## src/rtl/hazard_pkg.sv

```systemverilog
// Shared types and constants for the pipeline hazard/stall controller.
package hazard_pkg;
    typedef enum logic [1:0] {RUN, MD_BUSY, EXC_FLUSH} state_e;

    localparam logic [1:0] FWD_RF = 2'b00;
    localparam logic [1:0] FWD_W  = 2'b01;
    localparam logic [1:0] FWD_M  = 2'b10;

    localparam logic [4:0] ZERO_REG = 5'd0;
endpackage

```

## src/rtl/hazard_fwd_unit.sv

```systemverilog
// Combinational forwarding selects for Execute operands and the Decode branch compare.
module hazard_fwd_unit
    import hazard_pkg::*;
#(
    parameter int W = 5
) (
    input  logic [W-1:0] rs_d_i,
    input  logic [W-1:0] rt_d_i,
    input  logic [W-1:0] rs_e_i,
    input  logic [W-1:0] rt_e_i,
    input  logic [W-1:0] wreg_m_i,
    input  logic [W-1:0] wreg_w_i,
    input  logic         regwr_m_i,
    input  logic         regwr_w_i,
    output logic [1:0]   fwd_ae_o,
    output logic [1:0]   fwd_be_o,
    output logic         fwd_ad_o,
    output logic         fwd_bd_o
);
    logic m_live, w_live;

    // $0 is hardwired, so a write to it never produces a usable result.
    assign m_live = regwr_m_i && (wreg_m_i != W'(ZERO_REG));
    assign w_live = regwr_w_i && (wreg_w_i != W'(ZERO_REG));

    always_comb begin
        fwd_ae_o = FWD_RF;
        fwd_be_o = FWD_RF;
        if (m_live && wreg_m_i == rs_e_i)      fwd_ae_o = FWD_M;
        else if (w_live && wreg_w_i == rs_e_i) fwd_ae_o = FWD_W;
        if (m_live && wreg_m_i == rt_e_i)      fwd_be_o = FWD_M;
        else if (w_live && wreg_w_i == rt_e_i) fwd_be_o = FWD_W;
    end

    assign fwd_ad_o = m_live && (wreg_m_i == rs_d_i);
    assign fwd_bd_o = m_live && (wreg_m_i == rt_d_i);
endmodule

```

## src/rtl/hazard_stall_ctrl.sv

```systemverilog
// Hazard/stall controller: stalls, D/E EN/CLR, decode flush, forwarding, mult/div and exception sequencing.
// Optional HAZ_PERF_CNT_EN adds saturating stall/flush/mult-div cycle counters.
module hazard_stall_ctrl
    import hazard_pkg::*;
#(
    parameter int MD_CYCLES        = 32,
    parameter int EXC_FLUSH_CYCLES = 2,
    parameter int WIDTH_5          = 5
) (
    input  logic               clk,
    input  logic               rst_n,
    input  logic [WIDTH_5-1:0] Rs_D,
    input  logic [WIDTH_5-1:0] Rt_D,
    input  logic [WIDTH_5-1:0] Rs_E,
    input  logic [WIDTH_5-1:0] Rt_E,
    input  logic [WIDTH_5-1:0] WriteReg_E,
    input  logic [WIDTH_5-1:0] WriteReg_M,
    input  logic [WIDTH_5-1:0] WriteReg_W,
    input  logic               RegWrite_E,
    input  logic               RegWrite_M,
    input  logic               RegWrite_W,
    input  logic               MemtoReg_E,
    input  logic               MemtoReg_M,
    input  logic               Branch_D,
    input  logic               Jr_D,
    input  logic               PCSrc_D,
    input  logic               md_start_E,
    input  logic               md_use_D,
    input  logic               exception_M,
    output logic               StallF,
    output logic               StallD,
    output logic               FlushD,
    output logic               EN_E,
    output logic               CLR_E,
    output logic [1:0]         ForwardAE,
    output logic [1:0]         ForwardBE,
    output logic               ForwardAD,
    output logic               ForwardBD,
    output logic               md_busy
`ifdef HAZ_PERF_CNT_EN
    ,
    output logic [31:0]        stall_cycles,
    output logic [31:0]        flush_cycles,
    output logic [31:0]        md_cycles
`endif
);
    localparam int MD_W  = $clog2(MD_CYCLES + 1);
    localparam int EXC_W = $clog2(EXC_FLUSH_CYCLES + 1);
    localparam logic [WIDTH_5-1:0] Z = WIDTH_5'(ZERO_REG);

    state_e           state_q, state_d;
    logic [MD_W-1:0]  md_cnt_q, md_cnt_d;
    logic [EXC_W-1:0] exc_cnt_q, exc_cnt_d;

    logic [1:0] fae, fbe;
    logic       fad, fbd;
    logic       lwstall, brstall, e_hit, m_hit, stall, hold;

    hazard_fwd_unit #(.W(WIDTH_5)) u_fwd (
        .rs_d_i   (Rs_D),
        .rt_d_i   (Rt_D),
        .rs_e_i   (Rs_E),
        .rt_e_i   (Rt_E),
        .wreg_m_i (WriteReg_M),
        .wreg_w_i (WriteReg_W),
        .regwr_m_i(RegWrite_M),
        .regwr_w_i(RegWrite_W),
        .fwd_ae_o (fae),
        .fwd_be_o (fbe),
        .fwd_ad_o (fad),
        .fwd_bd_o (fbd)
    );

    assign ForwardAE = rst_n ? fae : FWD_RF;
    assign ForwardBE = rst_n ? fbe : FWD_RF;
    assign ForwardAD = rst_n && fad;
    assign ForwardBD = rst_n && fbd;

    assign lwstall = MemtoReg_E && RegWrite_E && (Rt_E != Z) && (Rt_E == Rs_D || Rt_E == Rt_D);
    assign e_hit   = RegWrite_E && (WriteReg_E != Z) && (WriteReg_E == Rs_D || WriteReg_E == Rt_D);
    assign m_hit   = MemtoReg_M && (WriteReg_M != Z) && (WriteReg_M == Rs_D || WriteReg_M == Rt_D);
    assign brstall = (Branch_D || Jr_D) && (e_hit || m_hit);
    assign stall   = lwstall || brstall;

    always_ff @(posedge clk or negedge rst_n) begin
        if (!rst_n) begin
            state_q   <= RUN;
            md_cnt_q  <= '0;
            exc_cnt_q <= '0;
        end else begin
            state_q   <= state_d;
            md_cnt_q  <= md_cnt_d;
            exc_cnt_q <= exc_cnt_d;
        end
    end

    always_comb begin
        state_d   = state_q;
        md_cnt_d  = md_cnt_q;
        exc_cnt_d = exc_cnt_q;
        hold      = stall;
        StallF    = 1'b0;
        StallD    = 1'b0;
        FlushD    = 1'b0;
        EN_E      = 1'b1;
        CLR_E     = 1'b0;
        md_busy   = 1'b0;
        unique case (state_q)
            RUN, MD_BUSY: begin
                // While busy, an HI/LO reader waits in decode like any other stall.
                if (state_q == MD_BUSY) begin
                    md_busy = 1'b1;
                    hold    = stall || md_use_D;
                end
                StallF = hold;
                StallD = hold;
                EN_E   = !hold;
                CLR_E  = hold;
                FlushD = PCSrc_D && !hold;
                if (exception_M) begin
                    state_d   = EXC_FLUSH;
                    exc_cnt_d = EXC_W'(EXC_FLUSH_CYCLES - 1);
                    md_cnt_d  = '0;
                end else if (state_q == RUN) begin
                    if (md_start_E) begin
                        state_d  = MD_BUSY;
                        md_cnt_d = MD_W'(MD_CYCLES - 1);
                    end
                end else if (md_cnt_q == '0) begin
                    state_d = RUN;
                end else begin
                    md_cnt_d = md_cnt_q - 1'b1;
                end
            end
            EXC_FLUSH: begin
                FlushD   = 1'b1;
                EN_E     = 1'b0;
                CLR_E    = 1'b1;
                md_cnt_d = '0;
                if (exc_cnt_q == '0) state_d = RUN;
                else                 exc_cnt_d = exc_cnt_q - 1'b1;
            end
            default: state_d = RUN;
        endcase
        // Reset forces a bubble/flush immediately, independent of the clock.
        if (!rst_n) begin
            StallF  = 1'b0;
            StallD  = 1'b0;
            FlushD  = 1'b1;
            EN_E    = 1'b0;
            CLR_E   = 1'b1;
            md_busy = 1'b0;
        end
    end

`ifdef HAZ_PERF_CNT_EN
    always_ff @(posedge clk or negedge rst_n) begin
        if (!rst_n) begin
            stall_cycles <= '0;
            flush_cycles <= '0;
            md_cycles    <= '0;
        end else begin
            if (StallD && stall_cycles != '1)  stall_cycles <= stall_cycles + 1'b1;
            if (FlushD && flush_cycles != '1)  flush_cycles <= flush_cycles + 1'b1;
            if (md_busy && md_cycles != '1)    md_cycles    <= md_cycles + 1'b1;
        end
    end
`endif
endmodule
```

## config.mk

```make
export PLATFORM = sky130hd
export DESIGN_NAME = hazard_stall_ctrl
export DESIGN_NICKNAME = d
export VERILOG_FILES = /design/src/rtl/hazard_pkg.sv /design/src/rtl/hazard_fwd_unit.sv /design/src/rtl/hazard_stall_ctrl.sv
export SDC_FILE = /design/constraint.sdc
export NUM_CORES = 1
export LEC_CHECK = 0
export ABC_AREA = 1
export ABC_CLOCK_PERIOD_IN_PS = 2400
export BUFFER_PORTS_ARGS = -buffer_cell sky130_fd_sc_hd__buf_2
export CAP_MARGIN = 20
export CORE_MARGIN = 4
export CORE_UTILIZATION = 25
export DETAILED_ROUTE_END_ITERATION = 8
export PLACE_DENSITY = 0.57
export SLEW_MARGIN = 20
export SYNTH_ARGS = -nofsm -noshare
export SYNTH_HDL_FRONTEND = slang
export SYNTH_HIERARCHICAL = 1
export SYNTH_SLANG_ARGS = --single-unit
export TNS_END_PERCENT = 5
```

## constraint.sdc

```tcl
create_clock -name clk -period 2.4 [get_ports clk]
set_clock_uncertainty 0.2 [all_clocks]
set_input_delay 0.36 -clock clk [delete_from_list [all_inputs] [get_ports clk]]
set_output_delay 0.36 -clock clk [all_outputs]
set_load 0.03 [all_outputs]
```

* After elaboration in Yosys (flattened, before gate mapping) *
Cells that the tools add are included.

storage, ports and cells
  flip-flop bits (word level) = 10
  input port bits = 48
  output and inout bits = 12
  logic and storage cells = 95

cells by class
  $add $sub $neg = 2
  equal/unequal tests = 18
  multiplexer cells = 33
  reduce and logical (&&, ||, !) cells = 39

operators by type and width
  kind                                                                   count
  5-bit equality test                                                    10
  6-bit two-way mux                                                      4
  2-bit two-way mux                                                      11
  5-bit nonzero test                                                     4
  1-bit logical AND                                                      19
  1-bit two-way mux                                                      12
  4-bit inequality test, second input constant                           3
  6-bit one-hot mux with 2 select lines                                  1
  3-bit AND reduction                                                    3
  2-bit one-hot mux with 2 select lines                                  2
  1-bit logical OR                                                       7
  6-bit logical NOT                                                      1
  2-bit inequality test, second input constant                           3
  1-bit one-hot mux with 2 select lines                                  3
  6-bit by 1-bit subtractor with 6-bit output, second input constant     1
  2-bit logical NOT                                                      2
  2-bit by 1-bit equality test with 1-bit output, second input constant  1
  2-bit equality test, second input constant                             1
  2-bit nonzero test                                                     1
  2-bit OR reduction                                                     1
  2-bit by 1-bit subtractor with 2-bit output, second input constant     1
  1-bit logical NOT                                                      1

* Depth between registers and ports, before layout *
Gate-level depths: netlist of the first run.

  depth in word-level cells = 13
  depth in mapped cells = 13
  gate-level depth less buffers = 12

* Modules after synthesis *
Netlist of the first run, hierarchy kept.

modules (own cells, without submodules)
  module             instances  cells an instance  area each (um^2)  seq. area each (um^2)
  hazard_stall_ctrl  1          221                1228.7            250.2
  hazard_fwd_unit    1          94                 513.0             0.0

* Least setup slack after synthesis of the first run *
Ideal clock, no wire load.

  kind = input -> output
  start = input WriteReg_M[3]
  end = output FlushD
  arrival = 1592 ps
  data required time = 1840 ps
  setup slack = 248 ps
  stages = 9
  path buffers = 0
  cells stage by stage = inv_1 nand4_1 o21ai_0 inv_1 nand2_1 nand2_1 nand2_1 nand2_2 o21ai_0

on the way
  cells in the longest elaborated chain, start to end = 13
  elaborated cells between the ends (all ways) = 16
  those cells by class = eq/ne (2); mux (4); reduce/logical (10)

RTL lines
  item                                                       RTL line                  source
  start, declared                                            hazard_stall_ctrl.sv:17   input logic [WIDTH_5-1:0] WriteReg_M,
  5-bit equality test or 5-bit nonzero test (tied branches)  hazard_stall_ctrl.sv:81   assign m_hit = MemtoReg_M && (WriteReg_M != Z) && (WriteReg_M == Rs_D || WriteReg_M == Rt_D);
  1-bit logical OR or 1-bit logical AND (tied branches)      hazard_stall_ctrl.sv:81
  1-bit logical AND *                                        hazard_stall_ctrl.sv:81
  1-bit logical OR *                                         hazard_stall_ctrl.sv:82   assign brstall = (Branch_D || Jr_D) && (e_hit || m_hit);
  1-bit logical AND *                                        hazard_stall_ctrl.sv:82
  1-bit logical OR *                                         hazard_stall_ctrl.sv:83   assign stall = lwstall || brstall;
  1-bit logical OR                                           hazard_stall_ctrl.sv:113  hold = stall || md_use_D;
  1-bit two-way mux *                                        hazard_stall_ctrl.sv:111  if (state_q == MD_BUSY) begin
  1-bit two-way mux *                                        hazard_stall_ctrl.sv:108  unique case (state_q)
  1-bit logical NOT *                                        hazard_stall_ctrl.sv:119  FlushD = PCSrc_D && !hold;
  1-bit logical AND *                                        hazard_stall_ctrl.sv:119
  1-bit one-hot mux with 2 select lines *                    hazard_stall_ctrl.sv:108
  1-bit two-way mux *                                        hazard_stall_ctrl.sv:146  if (!rst_n) begin
  end, declared                                              hazard_stall_ctrl.sv:32   output logic FlushD,

Every way passes the cells marked *; elsewhere a longest branch is shown, timed or not. The select of a mux whose other input is x is not followed.

* Final worst setup path of the first run *
  start = input WriteReg_M[1]
  end = output StallD

on the way
  cells in the longest elaborated chain, start to end = 11
  elaborated cells between the ends (all ways) = 14
  those cells by class = eq/ne (2); mux (4); reduce/logical (8)

RTL lines
  item                                                       RTL line                  source
  5-bit equality test or 5-bit nonzero test (tied branches)  hazard_stall_ctrl.sv:81
  1-bit logical OR or 1-bit logical AND (tied branches)      hazard_stall_ctrl.sv:81
  1-bit logical AND *                                        hazard_stall_ctrl.sv:81
  1-bit logical OR *                                         hazard_stall_ctrl.sv:82
  1-bit logical AND *                                        hazard_stall_ctrl.sv:82
  1-bit logical OR *                                         hazard_stall_ctrl.sv:83
  1-bit logical OR                                           hazard_stall_ctrl.sv:113
  1-bit two-way mux *                                        hazard_stall_ctrl.sv:111
  1-bit two-way mux * (2 in a row)                           hazard_stall_ctrl.sv:108
  1-bit two-way mux *                                        hazard_stall_ctrl.sv:146
  end, declared                                              hazard_stall_ctrl.sv:31   output logic StallD,

Marks and branches as above.

==> results.ini, run 1 <==
[global_routing]
overflow=0
grt_pass1_wl_um=8445
antenna_found_initial=0
grt_max_degree=17
grt_pass1_vias=1879
grt_use_total=0.1221

[layout]
fillers=788
synthToLayoutAreaGrowth_pct=24.78
fin_nets=427
n_antenna_cell=0
fin_cells=470
layout-drive-gt1-share=0.2112

[hold_path]
hp-class=flop to flop

[clock_tree]
cts_buffers=3
cts_setup_buffers=0
clk_latency_ps=240
cts-root-buf=clkbuf_8
cts_tree=built
h-tree-depth=1
clockBufferDepth=2
clk_pin_slew_ps=50
clock_sinks=10

[yosys]
synth.top_cells.by_area=nand2_1 (24%), dfrtp_1 (14%), xnor2_1 (13%)
synth_cells=315
postSynthNetCount=366
syn_avg_cell_area_um2=5.529
yosysTopAreaCell=nand2_1
synthDistinctLibCells=25
yosys_warnings=6
synth.top_cell.area_share=0.2392
seq_area_frac_synth=0.1437
syn-cell-area_mm2=0.001742
synth_seq_cells=10

[sta]
setup-tns-final_ps=0
max_freq_ghz=0.4478
hold_violations=0
rsz0062_at_grt=false
period_minus_slack_ps=2233
finalSetupViolations=0
finalMaxSlewViolations=0
maxSlewHeadroom=0.6852
worst_slew_pin_slew_ps=470.7
fin_crit_sh=0.9306

[drt]
firstDrtPassIters=4
wl_per_cell_um=10.65
ant_nets=0
first_iter_violations=89
avgViaCountPerCell=4.198
num_vias=1973
drc_errors=0
routed_wl_um=5005

[worst_setup_path]
criticalPathCategory=input pin to primary output
slowest_stage=buf_2
cp-start-kind=input pin
crit_family=simple AND/OR/NAND/NOR gates
path_buf_inv=3
crit_arrival_ps=1670
worstSetupEndpointType=primary output
cpPeakStageDelay_ps=210
worstPathCellList=buf_2 -> inv_1 -> nand2_1 -> nand2_1 -> nor2_1 -> nand3_1 -> nand2_1 -> nand2_1 -> nand2_1 -> nand2_1 -> nand2_2 -> nand2_2 -> nor2_2 -> buf_2
worstPathMaxFanout=9
cp.required_ps=1840
cpMostUsedCell=nand2_1

[placed_design]
dp_hpwl_um=4227
port_buffers=59
gp_congestion=0.9727
dp.cells=466

[outcome]
outcome=completed

[floorplanning]
die_x_um=91.47
ios=60
core_mm2=0.006794
dieArea_mm2=0.008366
row_count=30
start_util=0.2564
chipHeight_um=91.47

[power_and_ir_drop]
power_density_mw_per_mm2=549.5
peakVddDrop_mv=0.1888
p_leak_nw=1.291

[job]
drv_cap=0

==> kinds of logic (layout without fill, tap and decap cells) <==
group / count (synthesis) / in the layout / share of synthesized area
AO/OA/AOI/OAI: 18 / 18 / 0.06537
buffers and inverters: 65 / 124 / 0.1537
AND/OR/NAND/NOR: 184 / 184 / 0.4397
XOR/XNOR: 35 / 35 / 0.1760
adder cells (fa/ha/maj): 3 / 3 / 0.02155
flip-flops: 10 / 10 / 0.1437
==> power breakdown <==
group	total [mW]	switching, mW	internal (mW)
Clock	0.178	0.0680	0.110
Combinational	0.731	0.468	0.263
Sequential	0.286	0.0478	0.238
Total	1.19	0.584	0.611
==> registers in the layout, summed over array words and instances, names as in the netlist <==
name	flops
exc_cnt_q	2
state_q	2
md_cnt_q	6
==> cell usage after synthesis <==
cell type	number
a21oi_1	5
a31oi_2	1
buf_2	1
buf_4	2
buf_6	2
dfrtp_1	10
ha_1	3
inv_1	58
inv_2	2
nand2_1	111
nand2_2	2
nand3_1	18
nand3b_1	1
nand4_1	4
nor2_1	34
nor2_2	7
nor3_1	4
nor3_2	1
o21ai_0	9
o21ai_4	1
o22ai_1	1
o311ai_1	1
or2_2	2
xnor2_1	26
xor2_1	9
==> final cells by class <==
class / count / area (um2) / share of cell area
Multi-Input combinational cell: 240 / 1224 / 0.5630
Timing Repair Buffer: 61 / 312.8 / 0.1439
Sequential cell: 10 / 250.2 / 0.1151
Clock buffer: 3 / 41.29 / 0.01900
Inverter: 60 / 225.2 / 0.1036
Tap cell: 96 / 120.1 / 0.05527
==> worst paths after layout <==
| kind | start | end | slack (ps) | depth (start not counted) |
|---|---|---|---|---|
| max | WriteReg_M[1] | StallD | 170 | 14 |
| min | exc_cnt_q[0]$_DFFE_PN0P_ | exc_cnt_q[0]$_DFFE_PN0P_ | 270 | 1 |
| max reg2reg | md_cnt_q[0]$_DFFE_PN0P_ | md_cnt_q[0]$_DFFE_PN0P_ | 640 | 9 |
| min reg2reg | exc_cnt_q[0]$_DFFE_PN0P_ | exc_cnt_q[0]$_DFFE_PN0P_ | 270 | 1 |
| max in group asynchronous | rst_n | md_cnt_q[0]$_DFFE_PN0P_ | 1410 | 3 |
| min in group asynchronous | rst_n | md_cnt_q[3]$_DFFE_PN0P_ | 410 | 3 |
==> layout by cell type (no fill, tap or decap), drive strengths merged, types with 2 or more instances in the layout <==
cell,instances
buf,60
xnor2,26
clkbuf,3
ha,3
nand4,4
inv,60
xor2,9
o21ai,10
a21oi,5
or2,2
nand2,113
nor2,41
dfrtp,10
nor3,5
nand3,18
==> through the flow <==
stage,power (mW),hold WS (ps),utilization,worst slack (ps),instance area (um2)
after global routing,1.329,289.7,0.3199,21.18,2173
after floorplan,0.8276,-135.6,-,248.4,1742
after detailed placement,1.019,151.0,0.3123,127.8,2122
final,1.194,270.2,0.3199,166.7,2173
after CTS,1.207,263.0,0.3199,123.6,2173
after global placement,1.004,150.0,0.3123,197.4,2122
==> worst reg2reg max path: stages, from the launching register on <==
cell,delay [ps]
dfrtp_1,340
inv_1,90
ha_1,200
nand4_1,90
nand2_1,70
a31oi_2,380
nand2_1,90
inv_1,110
nand2_1,50
o21ai_0,60
==> metal layers <==
metal | track usage | routed length [um]
met4 | 0.02764 | 48
met2 | 0.2088 | 2298
met5 | 0 | 0
met1 | 0.1573 | 2382
met3 | 0.02403 | 275
==> repair_timing <==
item / 4_1_cts / 5_1_grt
hold endpoints to repair: 10 / 0
hold buffers: 1 / 0
gates resized for setup: 0 / 0
setup endpoints to repair: 0 / 0
Power figures use the tool's default switching activity.
==> run 2, diff against run 1 <==
--- a/config.mk
+++ b/config.mk
@@ -12,7 +12,6 @@
 export CORE_MARGIN = 4
 export CORE_UTILIZATION = 25
 export DETAILED_ROUTE_END_ITERATION = 8
-export PLACE_DENSITY = 0.57
 export SLEW_MARGIN = 20
 export SYNTH_ARGS = -nofsm -noshare
 export SYNTH_HDL_FRONTEND = slang
==> run 2 against run 1 <==
  * Power is 0.27% lower
  * Core utilization up 0.11 points
  * Flip-flop and latch count unchanged
  * Worst setup slack improved by 36 ps
  * Sequential share of layout area is essentially flat
  * Via count barely moved
  * Die area stayed put
  * First-iteration DRC count shrank 12%
  * Fmax is 1.7% higher
  * Critical path depth is the same
  * Count of clock-buffer cells in the layout stayed put
  * Critical endpoint is now StallF
==> results.ini, run 2 (synthesized netlist as in run 1, its figures left out) <==
[worst_setup_path]
worstSetupEndpointType=primary output
criticalPathCategory=input pin to primary output
reg2reg_slack_ps=630  ; about the same
cp.required_ps=1840  ; about the same
worstReg2RegStart=md_cnt_q[0]$_DFFE_PN0P_
worst_r2r_path_depth=9  ; unchanged
reg2reg_to=md_cnt_q[0]$_DFFE_PN0P_
worstPathMaxFanout=9  ; unchanged
cp-start-kind=input pin
crit_arrival_ps=1640  ; -30 ps

[placed_design]
dp_hpwl_um=4182  ; -1.1%
gp_congestion=0.9926  ; +2.0%
placed_area_mm2=0.002122  ; unchanged
dp.cells=466  ; unchanged
port_buffers=59  ; unchanged

[layout]
reg_top3=md_cnt_q x6, exc_cnt_q x2, state_q x2
final_util=0.3210  ; +0.001104
regMostFlops=md_cnt_q
mostFrequentLayoutCell=nand2_1
fin_cells=470  ; unchanged
fin_area_mm2=0.002181  ; +0.35%
n_antenna_cell=0  ; unchanged
largest_register_ffs=6  ; unchanged
mostFrequentLayoutCells=nand2_1 (111), inv_1 (58), buf_2 (56), nor2_1 (34), xnor2_1 (26)
fin_nets=427  ; unchanged
layout-drive-gt1-share=0.2112  ; unchanged
synthToLayoutAreaGrowth_pct=25.22

[sta]
setup-tns-final_ps=0  ; unchanged
maxSlewHeadroom=0.6849  ; about the same
max_freq_ghz=0.4552  ; +1.7%
period_minus_slack_ps=2197  ; -36.47 ps
hold_violations=0  ; unchanged
finalMaxSlewViolations=0  ; unchanged
rsz0062_at_grt=false
worst_slew_pin_slew_ps=471.2  ; +0.5004 ps
finalSetupViolations=0  ; unchanged
fin_crit_sh=0.9154  ; -0.01520

[clock_tree]
clk_pin_slew_ps=40  ; about the same
cts-root-buf=clkbuf_8
clockBufferDepth=2  ; unchanged
cts_tree=built
h-tree-depth=1  ; unchanged
clock_sinks=10  ; unchanged
cts_buffers=3  ; unchanged
clk_latency_ps=240  ; about the same

[power_and_ir_drop]
power_frac_seq=0.241  ; +0.002
comb_power_share=0.611  ; about the same
power_density_mw_per_mm2=546.2  ; -0.61%
p_int_mw=0.6122  ; +0.23%
peakVddDrop_mv=0.1794  ; -5.0%
switching_power_mw=0.5790  ; -0.79%
pwr-share-clk=0.148  ; about the same
p_leak_nw=1.292  ; about the same
power_mw=1.191  ; -0.27%
power_switching_share=0.4861  ; -0.002553

[drt]
ant_nets=0  ; unchanged
drc_errors=0  ; unchanged
wl_per_cell_um=10.51  ; -1.3%
num_vias=1972  ; -0.051%
firstDrtPassIters=4  ; unchanged
routed_wl_um=4938  ; -1.3%
first_iter_violations=78  ; -12%
avgViaCountPerCell=4.196  ; about the same

[floorplanning]
row_count=30  ; unchanged
ios=60  ; unchanged
core_mm2=0.006794  ; unchanged
chipHeight_um=91.47  ; unchanged
dieArea_mm2=0.008366  ; unchanged
die_x_um=91.47  ; unchanged
start_util=0.2564  ; unchanged

[job]
drv_cap=0  ; unchanged

[outcome]
outcome=completed

[global_routing]
antenna_found_initial=0  ; unchanged
grt_use_total=0.1172  ; -0.004955
grt_max_degree=17  ; unchanged
grt_pass1_vias=1782  ; -5.2%
overflow=0  ; unchanged
grt_pass1_wl_um=8100  ; -4.1%

[hold_path]
hp-class=flop to flop
hold_start=exc_cnt_q[0]$_DFFE_PN0P_
holdPathStages=1  ; unchanged
whs_endpoint=exc_cnt_q[0]$_DFFE_PN0P_

-- run 2: cell types whose count changed in the layout (fill, tap and decap cells not counted) --
cell      before  now
buf_2         59   56
buf_4          1    3
clkbuf_4       0    1
-- run 2: worst max path at each step --
stage	start	endpoint	slack, ps	cells past startpoint
2_1_floorplan	WriteReg_M[3]	FlushD	250	9
3_3_place_gp	WriteReg_M[1]	StallF	150	14
3_5_place_dp	WriteReg_M[1]	StallD	130	14
4_1_cts	WriteReg_M[1]	StallF	120	14
5_1_grt	WriteReg_M[1]	StallF	20	14
6_report	WriteReg_M[1]	StallF	200	14
-- run 2: layout make-up --
class / instances / area (um2)
repair buffers: 61 / 320.3
inverters: 60 / 225.2
multi-input cells: 240 / 1224
fillers: 780 / 4613
flip-flops and latches: 10 / 250.2
well taps: 96 / 120.1
clock buffers: 3 / 41.29
-- run 2: critical path: stages --
cell,delay [ps]
clkbuf_4,180
inv_1,100
nand2_1,60
nand2_1,40
nor2_1,140
nand3_1,90
nand2_1,60
nand2_1,50
nand2_1,70
nand2_1,60
nand2_2,70
nand2_2,60
nor2_2,100
buf_4,170
-- run 2: metal layers --
metal / vias to the layer above / global-route usage / wire length (um)
met4: 0 / 0.03769 / 123
met1: 849 / 0.1604 / 2384
met5: - / 0 / 0
met2: 54 / 0.1850 / 2154
li1: 1059 / - / -
met3: 10 / 0.02071 / 275
-- run 2: what timing repair did --
action | 4_1_cts | 5_1_grt
setup endpoints to repair | 0 | 2
hold buffers | 1 | 0
hold endpoints to repair | 10 | 0
gates resized for setup | 0 | 5
buffers inserted | 0 | 0
-- run 2: stage by stage --
step | setup WS (ps) | hold slack [ps]
detailed placement | 126.8 | 140.2
floorplan | 248.4 | -135.6
CTS | 120.4 | 270.0
global route | 20.97 | 303.4
global placement | 150.6 | 147.2
finish | 203.1 | 275.4
-- run 2: power groups by stage --
stage               clock, mW  sequential (mW)  combinational [mW]
CTS                     0.180            0.287               0.729
finish                  0.176            0.287               0.728
global route            0.185            0.297               0.835
global placement            0            0.287               0.716
floorplan                   0            0.278               0.550
detailed placement          0            0.291               0.722
